==> src/rtl/reg_err_log_fifo_if.sv <==
// Log-beat capture and head-pop handshake between the error detector, the
// capture FIFO and its consumer (firmware or debug port).
interface reg_err_log_fifo_if #(
  parameter int ADDR_W = 8,
  parameter int DATA_W = 32
);
  logic              in_valid;
  logic [ADDR_W-1:0] in_addr;
  logic [DATA_W-1:0] in_data;
  logic [2:0]        in_type;
  logic              in_err;
  logic              in_warn;
  logic              in_alert;

  logic              out_valid;
  logic              out_ready;
  logic [ADDR_W-1:0] out_addr;
  logic [DATA_W-1:0] out_data;
  logic [2:0]        out_type;
  logic [1:0]        out_sev;
  logic [15:0]       out_ts;

  // Drives log beats in and drains the head entry.
  modport master (
    output in_valid, in_addr, in_data, in_type, in_err, in_warn, in_alert,
    output out_ready,
    input  out_valid, out_addr, out_data, out_type, out_sev, out_ts
  );

  // The capture FIFO itself.
  modport slave (
    input  in_valid, in_addr, in_data, in_type, in_err, in_warn, in_alert,
    input  out_ready,
    output out_valid, out_addr, out_data, out_type, out_sev, out_ts
  );
endinterface

==> src/rtl/reg_err_log_fifo.sv <==
// Timestamped capture FIFO for register-error log beats, with saturating
// overflow accounting and one sticky level interrupt.
module reg_err_log_fifo #(
  parameter int ADDR_W     = 8,
  parameter int DATA_W     = 32,
  parameter int DEPTH      = 8,
  parameter int IRQ_THRESH = 4,
  parameter bit LOG_ALL    = 1'b0
) (
  input  logic                   clk,
  input  logic                   rst,
  reg_err_log_fifo_if.slave      bus,
  input  logic                   irq_clr,
  output logic [$clog2(DEPTH):0] count,
  output logic                   full,
  output logic                   empty,
  output logic [15:0]            ovf_count,
  output logic                   ovf_flag,
  output logic                   irq
);
  localparam int PTR_W = $clog2(DEPTH);
  localparam int CNT_W = PTR_W + 1;

  typedef struct packed {
    logic [ADDR_W-1:0] addr;
    logic [DATA_W-1:0] data;
    logic [2:0]        typ;
    logic [1:0]        sev;
    logic [15:0]       ts;
  } entry_t;

  entry_t            mem [DEPTH];
  logic [PTR_W-1:0]  wr_ptr;
  logic [PTR_W-1:0]  rd_ptr;
  logic [15:0]       ts_ctr;
  logic              alert_sticky;

  logic              cap;
  logic              pop;
  logic              push;
  logic              drop;
  logic [CNT_W-1:0]  count_next;
  logic              alert_next;
  logic              ovf_next;

  // NOTE: every signal here is assigned on every pass, so no latch can be inferred.
  always_comb begin
    cap        = bus.in_valid & (LOG_ALL | (bus.in_type != 3'd0));
    pop        = ~empty & bus.out_ready;
    push       = cap & (~full | pop);
    drop       = cap & full & ~pop;
    count_next = count + CNT_W'(push) - CNT_W'(pop);
    // A new set condition outranks a same-cycle clear.
    alert_next = (cap & bus.in_alert) | (alert_sticky & ~irq_clr);
    ovf_next   = drop | (ovf_flag & ~irq_clr);
  end

  // NOTE: sequential state uses non-blocking assignments so every register
  // samples pre-edge values regardless of statement order.
  always_ff @(posedge clk) begin
    if (rst) begin
      wr_ptr       <= '0;
      rd_ptr       <= '0;
      count        <= '0;
      full         <= 1'b0;
      empty        <= 1'b1;
      ts_ctr       <= '0;
      ovf_count    <= '0;
      ovf_flag     <= 1'b0;
      alert_sticky <= 1'b0;
      irq          <= 1'b0;
    end else begin
      if (push) wr_ptr <= wr_ptr + PTR_W'(1);
      if (pop)  rd_ptr <= rd_ptr + PTR_W'(1);
      count        <= count_next;
      full         <= (count_next == CNT_W'(DEPTH));
      empty        <= (count_next == '0);
      ts_ctr       <= ts_ctr + 16'd1;
      if (drop && ovf_count != 16'hFFFF) ovf_count <= ovf_count + 16'd1;
      ovf_flag     <= ovf_next;
      alert_sticky <= alert_next;
      irq          <= (count_next >= CNT_W'(IRQ_THRESH)) | alert_next | ovf_next;
    end
  end

  // NOTE: storage has no reset; the pointers and count alone define which entries are live.
  always_ff @(posedge clk) begin
    if (push && !rst) begin
      mem[wr_ptr] <= '{addr: bus.in_addr,
                       data: bus.in_data,
                       typ:  bus.in_type,
                       sev:  {bus.in_err, bus.in_warn},
                       ts:   ts_ctr};
    end
  end

  // First-word-fall-through head; fields are meaningless while empty.
  assign bus.out_valid = ~empty;
  assign bus.out_addr  = mem[rd_ptr].addr;
  assign bus.out_data  = mem[rd_ptr].data;
  assign bus.out_type  = mem[rd_ptr].typ;
  assign bus.out_sev   = mem[rd_ptr].sev;
  assign bus.out_ts    = mem[rd_ptr].ts;

endmodule
==> src/flat_wrapper.sv <==
// flat-port wrapper written by rule: the top's interface ports become plain ports
module reg_err_log_fifo_flat 
#(
  parameter int ADDR_W     = 8,
  parameter int DATA_W     = 32,
  parameter int DEPTH      = 8,
  parameter int IRQ_THRESH = 4,
  parameter bit LOG_ALL    = 1'b0
)
  (clk, rst, irq_clr, count, full, empty, ovf_count, ovf_flag, irq, bus_in_valid, bus_in_addr, bus_in_data, bus_in_type, bus_in_err, bus_in_warn, bus_in_alert, bus_out_ready, bus_out_valid, bus_out_addr, bus_out_data, bus_out_type, bus_out_sev, bus_out_ts);
  reg_err_log_fifo_if #(.ADDR_W(ADDR_W), .DATA_W(DATA_W)) bus_i ();
  input  logic clk;
  input  logic rst;
  input  logic irq_clr;
  output logic [$clog2(DEPTH):0] count;
  output logic full;
  output logic empty;
  output logic [15:0] ovf_count;
  output logic ovf_flag;
  output logic irq;
  input wire logic [$bits(bus_i.in_valid)-1:0] bus_in_valid;
  input wire logic [$bits(bus_i.in_addr)-1:0] bus_in_addr;
  input wire logic [$bits(bus_i.in_data)-1:0] bus_in_data;
  input wire logic [$bits(bus_i.in_type)-1:0] bus_in_type;
  input wire logic [$bits(bus_i.in_err)-1:0] bus_in_err;
  input wire logic [$bits(bus_i.in_warn)-1:0] bus_in_warn;
  input wire logic [$bits(bus_i.in_alert)-1:0] bus_in_alert;
  input wire logic [$bits(bus_i.out_ready)-1:0] bus_out_ready;
  output wire logic [$bits(bus_i.out_valid)-1:0] bus_out_valid;
  output wire logic [$bits(bus_i.out_addr)-1:0] bus_out_addr;
  output wire logic [$bits(bus_i.out_data)-1:0] bus_out_data;
  output wire logic [$bits(bus_i.out_type)-1:0] bus_out_type;
  output wire logic [$bits(bus_i.out_sev)-1:0] bus_out_sev;
  output wire logic [$bits(bus_i.out_ts)-1:0] bus_out_ts;
  assign bus_i.in_valid = bus_in_valid;
  assign bus_i.in_addr = bus_in_addr;
  assign bus_i.in_data = bus_in_data;
  assign bus_i.in_type = bus_in_type;
  assign bus_i.in_err = bus_in_err;
  assign bus_i.in_warn = bus_in_warn;
  assign bus_i.in_alert = bus_in_alert;
  assign bus_i.out_ready = bus_out_ready;
  assign bus_out_valid = bus_i.out_valid;
  assign bus_out_addr = bus_i.out_addr;
  assign bus_out_data = bus_i.out_data;
  assign bus_out_type = bus_i.out_type;
  assign bus_out_sev = bus_i.out_sev;
  assign bus_out_ts = bus_i.out_ts;
  reg_err_log_fifo #(.ADDR_W(ADDR_W), .DATA_W(DATA_W), .DEPTH(DEPTH), .IRQ_THRESH(IRQ_THRESH), .LOG_ALL(LOG_ALL)) u_core (.clk(clk), .rst(rst), .bus(bus_i), .irq_clr(irq_clr), .count(count), .full(full), .empty(empty), .ovf_count(ovf_count), .ovf_flag(ovf_flag), .irq(irq));
endmodule
==> config.mk <==
export PLATFORM = sky130hd
export DESIGN_NAME = reg_err_log_fifo_flat
export DESIGN_NICKNAME = d
export VERILOG_FILES = /design/src/rtl/reg_err_log_fifo_if.sv /design/src/rtl/reg_err_log_fifo.sv /design/src/flat_wrapper.sv
export SDC_FILE = /design/constraint.sdc
export NUM_CORES = 1
export LEC_CHECK = 0
export CORE_AREA = 2 2 202 204
export CTS_CLUSTER_SIZE = 12
export DETAILED_ROUTE_END_ITERATION = 7
export DIE_AREA = 0 0 204 206
export GPL_TIMING_DRIVEN = 0
export HOLD_SLACK_MARGIN = 0.02
export PLACE_DENSITY = 0.74
export SLEW_MARGIN = 10
export SYNTH_ARGS = -nofsm -noshare
export SYNTH_HDL_FRONTEND = slang
export SYNTH_SLANG_ARGS = --single-unit
==> constraint.sdc <==
create_clock -name clk -period 8.4 [get_ports clk]
set_input_delay 0.84 -clock clk [delete_from_list [all_inputs] [get_ports clk]]
set_output_delay 0.84 -clock clk [all_outputs]
set_load 0.01 [all_outputs]
==> summary.md, run 1 <==
| Metric | Value |
|---|---|
| Status | `complete, no violations` |
| Tmin final | `4.18 ns` |
| Yosys top cell area share | `0.705` |
| Data required time of the worst path | `7.56 ns` |
| Syn Std Cell Area | `20800 µm²` |
| Timing-limited maximum frequency | `239 MHz` |
| Delay-heaviest family, CP | `buffers and inverters` |
| Die Span X | `204 µm` |
| WL met1 | `18100 µm` |
| Count leader, synth | `edfxtp_1` |
| Layout overhead on the synthesized area | `20.5%` |
| Row cnt | `74` |
| Cell Chain, Critical Path | `clkbuf_1, clkbuf_1, buf_2, mux4_2, mux2_2, clkdlybuf4s50_1` |
| Cells after DPL | `1715` |
| Clock-pin slew on the worst setup and hold paths | `0.06 ns` |
| Clock latency on the worst-skew pair | `0.57 ns` |
| Synth cell count leaders | `edfxtp_1, mux4_2, mux2_2, dfxtp_1, nor2_1` |
| Finish-stage setup viols | `0` |
| Endpoint, Worst Hold | `u_core.rd_ptr[1]` |
| Final net count | `1298` |
| Routed via count | `10300` |
| Synth area leader | `edfxtp_1` |
| Synth area leaders | `edfxtp_1, mux4_2, dfxtp_1, mux2_2, mux4_1` |
| Root Buffer | `clkbuf_16` |
| Warnings from Yosys | `0` |
| R2R Setup Slk | `5.17 ns` |
| Critical Path Max Stage Delay | `0.53 ns` |
| Leakage power | `8.05 nW` |
| Initial antenna violation count | `0` |
| Total Power | `6.31 mW` |
| Post-layout instance count excluding filler cells | `1797` |
| Highest metal used | `met4` |
| Netlist cell types | `52` |
| Initial Util | `0.517` |
| Routed wire length | `42000 µm` |
| IO Count | `137` |
| GR Overflow Total | `0` |
| Max-Cap Viols | `0` |
| Cts repair resizes | `0` |
| Share of post-route cells with drive strength above 1 | `0.281` |
| Max-slew violations | `0` |
| Global-route wire length before repair | `63500 µm` |
| DR WL met2 | `21000 µm` |
| Drt wl/cell | `23.3 µm` |
| Worst Path Max Fanout | `10` |
| Global Route Usage Sum | `0.203` |
| I/O Buffers | `136` |
| FF-to-FF Start | `u_core.empty` |
| Worst path most repeated cell | `clkbuf_1` |
| Hpwl dp | `27900 µm` |
| Critical path's slowest cell | `clkbuf_1` |
| Critical Path End Type | `primary output` |
| FF+latch count, synth | `538` |
| DRC viols | `0` |
| Async set or reset register ratio after synthesis | `0` |
| Unrepaired setup endpoints after global routing | `false` |
| CORE AREA | `40200 µm²` |
| Longest Clk Path Bufs | `3` |
| CP Class | `reg2out` |
| Detail Route Antenna Nets | `0` |
| Post-DP Area | `23600 µm²` |
| Syn Nets | `1032` |
| Die Footprint | `42000 µm²` |
| Met3 wire length | `2190 µm` |
| Power Density | `252 nW/µm²` |
| Buf/Inv on CP | `4` |
| Initial DRC count | `859` |
| Ant diodes | `0` |
| TritonCTS Buffers | `53` |
| CTS Hold Buffers Added | `0` |
| Primary FF master, synth | `edfxtp_1` |
| Worst Min Path Start | `u_core.rd_ptr[1]` |
| Register area share after synthesis | `0.753` |
| Worst min path class | `reg2reg` |
| Relative slew slack | `0.394` |
| Hold path depth | `2` |
| Chip height | `206 µm` |
| Startpoint types | `register` |
| TritonCTS clock tree | `built` |
| Tcrit/Tclk final | `0.497` |
| Routability Congestion | `0.777` |
| Endpoints failing hold | `0` |
| Final Instance Area | `25100 µm²` |
| Post-Synthesis Cells | `972` |
| Worst vdd ir | `197 µV` |
| # Post-CTS Setup Buffers | `0` |
| R2R cell count | `10` |
| Critical R2R Capture | `u_core.mem[5][38]` |
| Vias in the first global route | `10600` |
| Avg Cell Area, Syn | `21.4 µm²` |
| WP data arrival | `3.34 ns` |
| H-Tree Depth | `2` |
| Skew final | `0.0101 ns` |
| Largest net degree at the start of global routing | `19` |
| EDFF count, synth | `488` |
| Vias per inst | `5.75` |
| CTS sink cnt | `538` |
| Slew @ Worst Pin | `0.908 ns` |
| Drt first pass iters | `4` |
-- sequential cells by signal, summed over array words and instances, names as in the netlist, named ones only --
signal and cells:
u_core.ovf_count 16, u_core.full 1, u_core.rd_ptr 3, u_core.wr_ptr 3
u_core.ovf_flag 1, u_core.irq 1, u_core.alert_sticky 1, u_core.mem 488
u_core.empty 1, u_core.count 4, u_core.ts_ctr 16
-- cells by family (layout without fill, tap and decap cells) --
logic type | count (synthesis) | in the layout | share of synthesized area
buffers and inverters | 57 | 350 | 0.0170
muxes | 190 | 190 | 0.170
adders and majority gates | 9 | 9 | 0.00578
AOI/OAI and AO/OA | 44 | 44 | 0.0135
and+or+nand+nor | 118 | 118 | 0.0339
DFF | 538 | 538 | 0.753
xor gates and xnor gates | 16 | 16 | 0.00674
-- power breakdown --
group,switching (mW),leakage [nW],internal [mW]
Clock,0.896,0.718,1.19
Combinational,0.517,2.49,0.649
Sequential,0.0410,4.84,3.01
Total,1.45,8.05,4.86
-- metal layers --
| metal | GRT usage | vias to the layer above |
|---|---|---|
| met2 | 0.335 | 279 |
| met4 | 0.0562 | 0 |
| li1 | - | 4556 |
| met1 | 0.283 | 5444 |
| met5 | 0 | - |
| met3 | 0.0364 | 46 |
-- worst reg2reg max path, cell delays in order, from the launching register on --
cell and delay (ns):
dfxtp_1 0.31, nand2b_1 0.13, buf_2 0.18, a21oi_2 0.42, nand2_1 0.29, nor4b_2 0.66, buf_4 0.27, buf_4 0.17
buf_4 0.18, buf_4 0.18, buf_4 0.16
-- through the flow --
| stage | worst slack [ns] | hold WS [ns] | TNS, ns | util |
|---|---|---|---|---|
| floorplan | -0.0709 | 0.454 | -8.61 | - |
| global placement | -7.77 | 0.474 | -2721.71 | 0.568 |
| detailed placement | 3.99 | 0.479 | 0 | 0.587 |
| CTS | 4.15 | 0.487 | 0 | 0.624 |
| global route | 4.10 | 0.522 | 0 | 0.624 |
| finish | 4.22 | 0.485 | 0 | 0.624 |
-- layout by cell type, fill, tap and decap left out, drive strengths merged, types with 9 or more instances in the layout --
cell type / instances
a21oi: 22
o31ai: 11
nor2b: 9
inv: 11
clkbuf: 88
clkdlybuf4s50: 136
mux2: 67
dfxtp: 50
edfxtp: 488
nand2: 13
buf: 107
nand4: 11
nor2: 31
nand3: 11
mux4: 122
-- worst max path at each step --
| stage | to | slack (ns) | cells past startpoint |
|---|---|---|---|
| detailed placement | u_core.mem[5][38] | 3.99 | 10 |
| global route | bus_out_ts[15] | 4.10 | 6 |
| floorplan | u_core.mem[5][0] | -0.07 | 5 |
| CTS | bus_out_ts[11] | 4.15 | 6 |
| finish | bus_out_ts[11] | 4.22 | 6 |
| global placement | u_core.mem[6][45] | -7.77 | 5 |
-- area by class of cell --
| class | count | area [µm²] |
|---|---|---|
| fillers | 2734 | 15100 |
| multi-input cells | 377 | 4850 |
| flip-flops and latches | 538 | 15700 |
| inverters | 11 | 41.3 |
| clock inverters | 8 | 62.6 |
| plain buffers | 46 | 312 |
| clock buffers | 74 | 1430 |
| well taps | 532 | 666 |
| repair buffers | 211 | 2050 |
Power figures use the tool's default switching activity.
==> run 2, diff against run 1 <==
==> constraint.sdc (replaced) <==
create_clock -name clk -period 3.55 [get_ports clk]
set_input_delay 0.355 -clock clk [delete_from_list [all_inputs] [get_ports clk]]
set_output_delay 0.355 -clock clk [all_outputs]
set_load 0.01 [all_outputs]
==> run 2 against run 1 <==
Compared with the run above:
- die area unchanged
- flip-flop and latch count unchanged
- clock skew increased by 0.0032 ns
- non-clock buffer count decreased by 23
- global-route usage decreased by 0.072 points
- register-to-register slack got worse by 4.3 ns
- clock power increased to 2.6 times the previous value
- first-iteration DRC count increased by 2.9%
- core utilization increased by 0.63 points
- critical path type unchanged
- highest routed layer unchanged
- via count decreased by 0.60%
==> summary.md, run 2 (synthesis gave the netlist of run 1 again) <==
| Metric | Value |
|---|---|
| Status | `complete, no violations` |
| Chip height | `206 µm` |
| Routed wire length | `41700 µm` |
| Drt first pass iters | `7` |
| Skew final | `0.0133 ns` |
| Layout overhead on the synthesized area | `21.8%` |
| Clock latency on the worst-skew pair | `0.57 ns` |
| Finish-stage setup viols | `0` |
| Detail Route Antenna Nets | `0` |
| Max-Cap Viols | `0` |
| Critical path's slowest cell | `clkbuf_1` |
| Critical R2R Capture | `u_core.mem[1][59]` |
| Data required time of the worst path | `3.19 ns` |
| R2R cell count | `8` |
| Critical Path End Type | `primary output` |
| Hpwl dp | `26900 µm` |
| FF-to-FF Start | `u_core.empty` |
| Worst setup path endpoint | `bus_out_ts[10]` |
| R2R Setup Slk | `0.83 ns` |
| CORE AREA | `40200 µm²` |
| Slew @ Worst Pin | `0.899 ns` |
| WP data arrival | `3.13 ns` |
| Timing-limited maximum frequency | `287 MHz` |
| Max reg flops | `488` |
| # Post-CTS Setup Buffers | `0` |
| TritonCTS Buffers | `54` |
| Longest Clk Path Bufs | `3` |
| DRC viols | `0` |
| Worst Path Max Fanout | `10` |
| Worst min path class | `in2reg` |
| Vias in the first global route | `10500` |
| Leakage power | `8.06 nW` |
| Buf/Inv on CP | `3` |
| Largest regs | `u_core.mem x488, u_core.ovf_count x16, u_core.ts_ctr x16` |
| Global Route Usage Sum | `0.203` |
| Initial DRC count | `884` |
| Relative slew slack | `0.396` |
| H-Tree Depth | `2` |
| TritonCTS clock tree | `built` |
| Vias per inst | `5.74` |
| Cell Chain, Critical Path | `clkbuf_1, clkbuf_1, mux4_2, mux2_2, clkdlybuf4s50_1` |
| Die Span X | `204 µm` |
| CTS sink cnt | `538` |
| Routability Congestion | `0.787` |
| Post-DP Area | `23600 µm²` |
| Largest net degree at the start of global routing | `21` |
| Tcrit/Tclk final | `0.982` |
| Max-slew violations | `0` |
| CTS Hold Buffers Added | `0` |
| Row cnt | `74` |
| CP Class | `reg2out` |
| Unrepaired setup endpoints after global routing | `false` |
| Final Instance Area | `25300 µm²` |
| Die Footprint | `42000 µm²` |
| Root Buffer | `clkbuf_16` |
| Total Power | `15.4 mW` |
| Tmin final | `3.49 ns` |
| I/O Buffers | `136` |
| IO Count | `137` |
| Initial antenna violation count | `0` |
| Most frequent cells in the layout | `edfxtp_1, clkdlybuf4s50_1, mux4_2` |
| Drt wl/cell | `23.3 µm` |
| Stages on worst setup path | `5` |
| Delay-heaviest family, CP | `buffers and inverters` |
| Most common cell after layout, fill and taps aside | `edfxtp_1` |
| Ant diodes | `0` |
| Clock-pin slew on the worst setup and hold paths | `0.06 ns` |
| Worst vdd ir | `405 µV` |
| Reg with most FFs | `u_core.mem` |
| Startpoint types | `register` |
| Initial Util | `0.517` |
| Critical Path Max Stage Delay | `0.66 ns` |
| Global-route wire length before repair | `63500 µm` |
| Endpoints failing hold | `0` |
| Final net count | `1276` |
| Worst path most repeated cell | `clkbuf_1` |
| Power Density | `607 nW/µm²` |
| GR Overflow Total | `0` |
| Share of post-route cells with drive strength above 1 | `0.270` |
| Routed via count | `10300` |
## run 2: changes by cell type in the layout (fill, tap and decap cells not counted), moves of 3 or more
cell	before	now
buf_4	41	0
buf_6	23	37
buf_8	3	17
buf_2	26	14
clkbuf_1	33	39
clkbuf_16	53	56
## run 2: metrics by stage
| step | util | cells | hold WS, ns | setup TNS, ns | setup slack (ns) |
|---|---|---|---|---|---|
| floorplan | - | 972 | 0.454 | -92.39 | -1.28 |
| global placement | 0.571 | 1640 | 0.476 | -1475.89 | -5.57 |
| detailed placement | 0.588 | 1692 | 0.491 | 0 | 0.0617 |
| CTS | 0.630 | 1787 | 0.416 | 0 | 0.0257 |
| global route | 0.630 | 1787 | 0.469 | 0 | 0.000668 |
| finish | 0.630 | 1787 | 0.442 | 0 | 0.0648 |
## run 2: worst min-delay path by stage
| stage | endpoint | cells after the start | slack [ns] | from |
|---|---|---|---|---|
| 2_1_floorplan | u_core.mem[0][16] | 0 | 0.45 | bus_in_warn |
| 3_3_place_gp | u_core.rd_ptr[1] | 2 | 0.48 | u_core.rd_ptr[1] |
| 3_5_place_dp | u_core.rd_ptr[1] | 2 | 0.49 | u_core.rd_ptr[1] |
| 4_1_cts | u_core.alert_sticky | 3 | 0.42 | bus_in_alert |
| 5_1_grt | u_core.alert_sticky | 3 | 0.47 | bus_in_alert |
| 6_report | u_core.alert_sticky | 3 | 0.44 | bus_in_alert |
## run 2: worst register-to-register path: stages (launching register included)
cell and delay (ns):
dfxtp_1 0.32, nand2b_1 0.15, buf_6 0.14, a21oi_4 0.31
nand2_1 0.21, nor4_4 0.73, buf_8 0.24, buf_8 0.16
buf_8 0.16
## run 2: final cells by class
class                      instances  area [µm²]
inverter                          11        41.3
fill                            2738       14900
buffer                            46         324
sequential                       538       15700
tap                              532         666
clock inverter                    10         121
multi-input combinational        377        4900
clock buffer                      85        1540
timing repair buffer             188        2060
## run 2: power by group
group	total [mW]	internal, mW	switching [mW]
logic	2.78	1.55	1.23
clock network	5.35	3.17	2.19
registers	7.23	7.13	0.105
total	15.4	11.8	3.52
## run 2: timing repair
action | in CTS | in global routing
setup endpoints to repair | 61 | 25
endpoints found under the hold margin | 0 | 0
gates resized for setup | 1 | 3
## run 2: per-layer routing
metal  vias up  share of wire  GRT usage
li1       4530              -          -
met1      5336           0.44      0.294
met2       330           0.49      0.327
met3        67          0.054     0.0311
met4         0          0.019     0.0515
met5         -              0          0
